### config.mk
export PLATFORM = sky130hd
export DESIGN_NAME = mem_except_unit
export DESIGN_NICKNAME = d
export VERILOG_FILES = /design/src/rtl/mem_except_unit.sv
export SDC_FILE = /design/constraint.sdc
export NUM_CORES = 1
export LEC_CHECK = 0
export ABC_AREA = 0
export BUFFER_PORTS_ARGS = -buffer_cell sky130_fd_sc_hd__buf_2
export CORE_AREA = 2 2 271 273
export DETAILED_ROUTE_END_ITERATION = 10
export DIE_AREA = 0 0 273 275
export GPL_TIMING_DRIVEN = 0
export HOLD_SLACK_MARGIN = 0.02
export SLEW_MARGIN = 20
export SYNTH_ARGS = -nofsm -noshare
export SYNTH_HDL_FRONTEND = slang
export SYNTH_SLANG_ARGS = --single-unit
export TNS_END_PERCENT = 5
### constraint.sdc
create_clock -name clk -period 3.1 [get_ports clk]
set_input_delay 0.31 -clock clk [delete_from_list [all_inputs] [get_ports clk]]
set_output_delay 0.31 -clock clk [all_outputs]
set_load 0.02 [all_outputs]
### src/rtl/mem_except_unit.sv
// mem_except_unit: E-stage memory exception detect, prioritise and capture until trap_ack
module mem_except_unit #(
    parameter int N     = 64,
    parameter int NREG  = 4,
    parameter int CNT_W = 16
) (
    input  logic              clk,
    input  logic              reset,
    input  logic              valid_E,
    input  logic              flush,
    input  logic [N-1:0]      DM_addr,
    input  logic [1:0]        memOp,
    input  logic [1:0]        memSize,
    input  logic              ebreak_E,
    input  logic [NREG-1:0]   region_en,
    input  logic [NREG*N-1:0] region_base,
    input  logic [NREG*N-1:0] region_limit,
    input  logic [NREG*2-1:0] region_perm,
    input  logic              trap_ack,
    output logic [6:0]        exceptSignal,
    output logic              except_valid,
    output logic [3:0]        except_cause,
    output logic [N-1:0]      except_tval,
    output logic              stall_req,
    output logic [CNT_W-1:0]  except_count
);
    typedef enum logic {IDLE, PENDING} state_t;
    state_t state, state_nx;
    logic active, is_load, is_store, misal, hit, bp, ld_mis, st_mis, ld_acc, st_acc, any;
    logic [1:0] perm;
    logic [N-1:0] mask;
    logic [3:0] cause;
    assign active   = valid_E && !flush;
    assign is_load  = memOp == 2'b01;
    assign is_store = memOp[1];
    assign mask     = (N'(1) << memSize) - N'(1);
    assign misal    = |(DM_addr & mask);
    // scan downward so the lowest-index hit region overrides the rest
    always_comb begin
        hit  = 1'b0;
        perm = 2'b00;
        for (int i = NREG - 1; i >= 0; i--)
            if (region_en[i] && DM_addr >= region_base[i*N +: N] && DM_addr < region_limit[i*N +: N]) begin
                hit  = 1'b1;
                perm = region_perm[i*2 +: 2];
            end
    end
    assign bp     = active && ebreak_E;
    assign ld_mis = active && is_load && misal;
    assign st_mis = active && is_store && misal;
    assign ld_acc = active && is_load && !misal && !(hit && perm[0]);
    assign st_acc = active && is_store && !misal && !(hit && perm[1]);
    assign exceptSignal = {bp, 2'b00, st_acc, st_mis, ld_acc, ld_mis};
    assign any = |exceptSignal;
    assign cause = bp ? 4'd3 : st_mis ? 4'd6 : ld_mis ? 4'd4 : st_acc ? 4'd7 : 4'd5;
    always_comb begin
        state_nx = state;
        if (state == IDLE && any)
            state_nx = PENDING;
        else if (state == PENDING && trap_ack)
            state_nx = IDLE;
    end
    always_ff @(posedge clk or negedge reset) begin
        if (!reset) begin
            state        <= IDLE;
            except_cause <= '0;
            except_tval  <= '0;
            except_count <= '0;
        end else begin
            state <= state_nx;
            if (state == IDLE && any) begin
                except_cause <= cause;
                except_tval  <= bp ? '0 : DM_addr;
                except_count <= &except_count ? except_count : except_count + CNT_W'(1);
            end else if (state == PENDING && trap_ack) begin
                except_cause <= '0;
                except_tval  <= '0;
            end
        end
    end
    assign except_valid = state == PENDING;
    assign stall_req    = state == PENDING;
endmodule

# After elaboration in Yosys (flattened, before gate mapping)
# Index checks and enable logic that the tools add are counted.
# Widths: inputs -> output; s select.
[classes]
eq_ne = 1
mux = 19
shifts = 1
n_reduce_logical = 31
add_sub_neg = 2
order_cmp = 8
bitwise_logic = 3
[op_table]
columns = ["operator", "n"]
rows = [
  ["$ge 64x64->1", 4],
  ["$lt 64x64->1", 4],
  ["$mux 64", 3],
  ["$and 64x64->64", 1],
  ["$reduce_or 64->1", 1],
  ["$shl 1x2->64 const A", 1],
  ["$sub 64x2->64 const B", 1],
  ["$logic_and 1x1->1", 22],
  ["$add 16x1->16 const B", 1],
  ["$reduce_and 16->1", 1],
  ["$mux 2", 7],
  ["$mux 4", 2],
  ["$mux 1", 6],
  ["$reduce_or 5->1", 1],
  ["$logic_not 1->1", 4],
  ["$mux 3", 1],
  ["$eq 2x1->1 const B", 1],
  ["$not 1->1", 2],
  ["$reduce_and 2->1", 1],
  ["$reduce_bool 2->1", 1],
]
[word_totals]
output_inout_bits = 93
elab_cells = 69
register_bits = 85

# Logic depth before layout (Yosys ltp)
[depth]
ltp_word = 15
ltp_mapped = 18
depth_no_buf = 14

# Worst setup path before layout
# OpenSTA, ideal clock, no wires.
[synth_timing]
path_type = "input port to flip-flop"
startpoint = "input region_limit[47]"
endpoint = "register except_count[14]"
n_path_buf = 2
stages = 16
required_ps = 2972
slack_ps = -687
t_arrival_ps = 3659
cell_sequence = "inv_1 ha_1 nand4_1 or3_1 or3_1 nor4_2 and3_1 a221oi_1 and4_4 buf_6 a31o_1 a32oi_4 nor2_2 buf_6 nor4b_1 mux2_1"
[synth_between]
elab_chain_len = 9
word_cells_on_any_way = 13
classes_between = "order compare (1); mux (2); reduce/logical (10)"
[synth_rtl]
columns = ["element", "line_no", "text"]
rows = [
  ["start: declaration", "17", "input logic [NREG*N-1:0] region_limit,"],
  ["$lt 64x64->1 (*)", "43", "if (region_en[i] && DM_addr >= region_base[i*N +: N] && DM_addr < region_limit[i*N +: N]) begin"],
  ["$logic_and 1x1->1 (*)", "43", ""],
  ["$mux 1 / $mux 2 (equally long branches)", "43", ""],
  ["$logic_and 1x1->1 (on tied branches)", "51, 52", ""],
  ["$logic_not 1->1 (on tied branches)", "51, 52", ""],
  ["$logic_and 1x1->1 (on tied branches)", "51, 52", ""],
  ["$reduce_or 5->1 (*)", "54", "assign any = |exceptSignal;"],
  ["$logic_and 1x1->1 (*)", "71", "if (state == IDLE && any) begin"],
  ["$reduce_and 2->1 (no line) (*)", "--", ""],
  ["end signal: assignment", "74", "except_count <= &except_count ? except_count : except_count + CNT_W'(1);"],
  ["end: declaration", "25", "output logic [CNT_W-1:0] except_count"],
]
# Mark *: on every way between the ends. The rest lies on a longest branch, timed or not.
# A chain may end at the register's enable or synchronous reset.

# Worst setup path after layout
[layout_timing]
startpoint = "input DM_addr[2]"
endpoint = "register except_count[1]"
[layout_between]
elab_chain_len = 13
word_cells_on_any_way = 40
classes_between = "order compare (8); mux (8); bitwise (1); reduce/logical (23)"
[layout_rtl]
columns = ["element", "line_no", "text"]
rows = [
  ["start: declaration", "11", "input logic [N-1:0] DM_addr,"],
  ["$ge 64x64->1", "43", ""],
  ["$logic_and 1x1->1 (2 in a row)", "43", ""],
  ["$mux 1 / $mux 2 (equally long branches) (4 in a row)", "43", ""],
  ["$logic_and 1x1->1 (on tied branches)", "51, 52", ""],
  ["$logic_not 1->1 (on tied branches)", "51, 52", ""],
  ["$logic_and 1x1->1 (on tied branches)", "51, 52", ""],
  ["$reduce_or 5->1 (*)", "54", ""],
  ["$logic_and 1x1->1 (*)", "71", ""],
  ["$reduce_and 2->1 (no line) (*)", "--", ""],
]
# Marks and branches as above.

==> key figures <==
Logic synthesis
  • Post-synthesis sequential area ratio: 12.1%
  • Avg Cell Area, Syn: 7.59 µm²
  • Syn. warnings: 0
  • Synthesized cell area: 0.0174 mm²
  • Synth Register Bits: 84
  • Synth unique cells: 72
  • Ys flop type: dfrtp_1
  • Post-synth EDFFs: 0
  • Synth Instances: 2293
  • Post-synthesis async set-or-reset flop share: 100%

Place
  • Routability Congestion: 0.938
  • Buffers on Ports: 687
  • Hpwl dp: 70400 µm
  • Post-placement setup slack: -3.19 ns

Power
  • Cell leakage power: 0.0139 µW
  • Switch Pwr: 3540 µW
  • Sw frac: 48.2%
  • Sequential share of power: 22.8%
  • Combinational fraction of design power: 61.0%
  • Pwr dens: 301 mW/mm²
  • Pint: 3810 µW
  • Max IR drop VDD: 0.318 mV
  • Clock power share: 16.2%

Job
  • Max-Cap Viols: 0

Floorplan
  • Chip Height: 275 µm
  • I/O Pins: 691
  • Starting density of the core: 24.0%
  • Die width: 273 µm
  • Cell row count: 99
  • Die area: 0.0751 mm²
  • CORE AREA: 0.0723 mm²

Timing
  • Final Hold Fails: 0
  • Final Slew Violations: 0
  • Post-route setup slack: -0.892 ns
  • Tcrit/Tclk final: 129%
  • Slew headroom: 27.1%
  • Setup Skew: 0.0106 ns
  • FMAX: 251 MHz
  • Least-Margin Pin Slew: 1.09 ns
  • RSZ-0062 raised after global routing: true
  • Final setup TNS: -62.82 ns
  • Setup violations, final: 87
  • Min cycle time layout: 3.99 ns

Detailed routing
  • First-pass iteration count of the detailed router: 6
  • Antenna Nets Post-Route: 0
  • Routed wire length: 82900 µm
  • Total number of vias: 19300
  • Vias per cell: 4.81
  • DRC viols: 0
  • Post-DR wirelength/cell: 20.7 µm
  • DR iter-0 viols: 993

Critical path
  • CP Cell Sequence: buf_12, ha_4, nand2_2, o21ai_2, a41oi_2, o41ai_4, a2111oi_2, buf_4, or4_4, buf_6, nand3_1, o211ai_1, a32oi_4, nor2_4, buf_4, buf_6, or3_4, mux2_4
  • Critical path data required time: 3.36 ns
  • CP max FO: 10
  • WP data arrival: 4.25 ns
  • Crit Path Class: input port to flip-flop
  • R2r startpoint: except_count[3]$_DFFE_PN0P_
  • Critical Path End Type: flip-flop
  • R2r endpoint: except_count[5]$_DFFE_PN0P_
  • Crit-path max cell delay: 0.59 ns
  • R2r worst-path depth: 9
  • CP Launch Type: input port
  • FF-to-FF setup slack: -0.13 ns
  • Buf+Inv Stages, Crit Path: 5
  • Family with the most delay on the worst path: compound AO/OA/AOI/OAI gates
  • Slowest cell on crit path: o41ai_4

Clock network
  • Sink Count: 84
  • Root Driver: clkbuf_16
  • CTS tree: built
  • Clk_lat worst skew: 0.37 ns
  • Num CTS Buffers: 9
  • Clock tree buffer depth: 2
  • Clk slew on worst S/H paths: 0.08 ns
  • H-Tree Depth: 3

Status
  • Failing checks: setup timing
  • Status: finished, violations left

GRT
  • Total Routing Usage GR: 21.0%
  • Initial antenna violation count: 6
  • Largest net degree at the start of global routing: 47
  • Vias in the first global route: 18900
  • Gr busiest metal: met2
  • Met1 Use GR: 26.5%
  • Met3 GRT Util: 3.67%
  • GRT met2 Usage: 36.6%
  • GRT Residual Overflow: 0
  • First-pass GRT wire length: 118000 µm

Worst hold path
  • Worst hold start: trap_ack
  • HP Class: input port to flip-flop
  • Endpoint, Worst Hold: except_valid$_DFFE_PN0P_
  • Hold Path Depth: 2

Layout
  • Fin nets: 4145
  • Fillers: 7758
  • Area grow syn2layout: 40.6%
  • Share of cells above drive strength 1: 30.3%
  • Commonest non-fill, non-tap cell in the layout: buf_2
  • Commonest cells after routing, fill and taps aside: buf_2, inv_1, ha_1
## per-stage QoR
stage	total power, µW	std cells	utilization, %	area, µm²	hold WS (ns)
6_report	7350	4005	33.8	24500	0.161
5_1_grt	7960	4003	33.8	24400	0.140
4_1_cts	7260	3985	32.7	23700	0.121
3_5_place_dp	5860	3945	31.0	22400	0.257
3_3_place_gp	5800	3941	30.9	22300	0.481
2_1_floorplan	3930	2295	-	17700	0.0144
## synth_stat cells (all sizes together), types with 46 or more instances
master / instances / area, µm²
a21o: 66 / 495
a21oi: 167 / 836
dfrtp: 84 / 2100
ha: 510 / 6380
inv: 527 / 1980
nand2: 235 / 882
nand3: 46 / 230
nand3b: 65 / 488
nand4: 80 / 500
nor2: 46 / 175
o21ai: 76 / 380
o311ai: 63 / 552
## kinds of logic after synthesis
| kind of cell | Yosys count | share of synthesized area [%] |
|---|---|---|
| buffers and inverters | 582 | 12.9 |
| XOR/XNOR | 13 | 0.655 |
| flip-flops | 84 | 12.1 |
| adder cells (fa/ha/maj) | 510 | 36.7 |
| multiplexers | 5 | 0.309 |
| AND/OR/NAND/NOR | 583 | 17.4 |
| other | 1 | 0.0216 |
| AO/OA/AOI/OAI | 515 | 19.9 |
## timing repair
item,in CTS,in global routing
gates cloned,0,0
pin swaps,47,48
buffers inserted,25,16
hold buffers,1,0
resized for setup,149,124
setup endpoints to repair,88,88
hold endpoints to repair,38,0
## layer usage
metal | vias to the layer above | routed length (µm) | share of wire [%]
met5 | - | 13 | 0.016
met1 | 8968 | 36200 | 44
met2 | 604 | 39800 | 48
met4 | 2 | 2250 | 2.7
li1 | 9591 | - | -
met3 | 99 | 4720 | 5.7
## registers in the layout (all words and copies together), names as in the netlist
register      cells
except_cause      3
except_tval      64
except_valid      1
except_count     16
## worst max path at each step
stage	slack (ns)	depth (start not counted)	endpoint	startpoint
floorplan	-0.34	15	except_count[1]$_DFFE_PN0P_	region_limit[42]
global placement	-3.75	16	except_tval[31]$_DFFE_PN0P_	DM_addr[39]
detailed placement	-3.19	16	except_tval[40]$_DFFE_PN0P_	DM_addr[43]
CTS	-1.01	17	except_count[1]$_DFFE_PN0P_	DM_addr[42]
global route	-0.97	19	except_count[1]$_DFFE_PN0P_	region_base[95]
finish	-0.89	18	except_count[1]$_DFFE_PN0P_	DM_addr[2]
## final cells by class
class                      instances  area (µm²)  area share, %
sequential                        84        2100           8.60
timing repair buffer             732        4190           17.1
antenna                            4        10.0         0.0409
clock buffer                       9         225          0.921
tap                              959        1200           4.91
buffer                            54         395           1.62
multi-input combinational       1629       14200           58.3
inverter                         527        2000           8.19
clock inverter                     7        80.1          0.327
## power groups by stage
stage	Sequential [µW]	Clock, µW	Combinational (µW)
3_5_place_dp	1680	0	4180
5_1_grt	1720	1280	4950
4_1_cts	1670	1230	4360
6_report	1670	1190	4480
2_1_floorplan	2000	0	1930
3_3_place_gp	1670	0	4130
No activity file was read; power rests on OpenSTA's default activity.
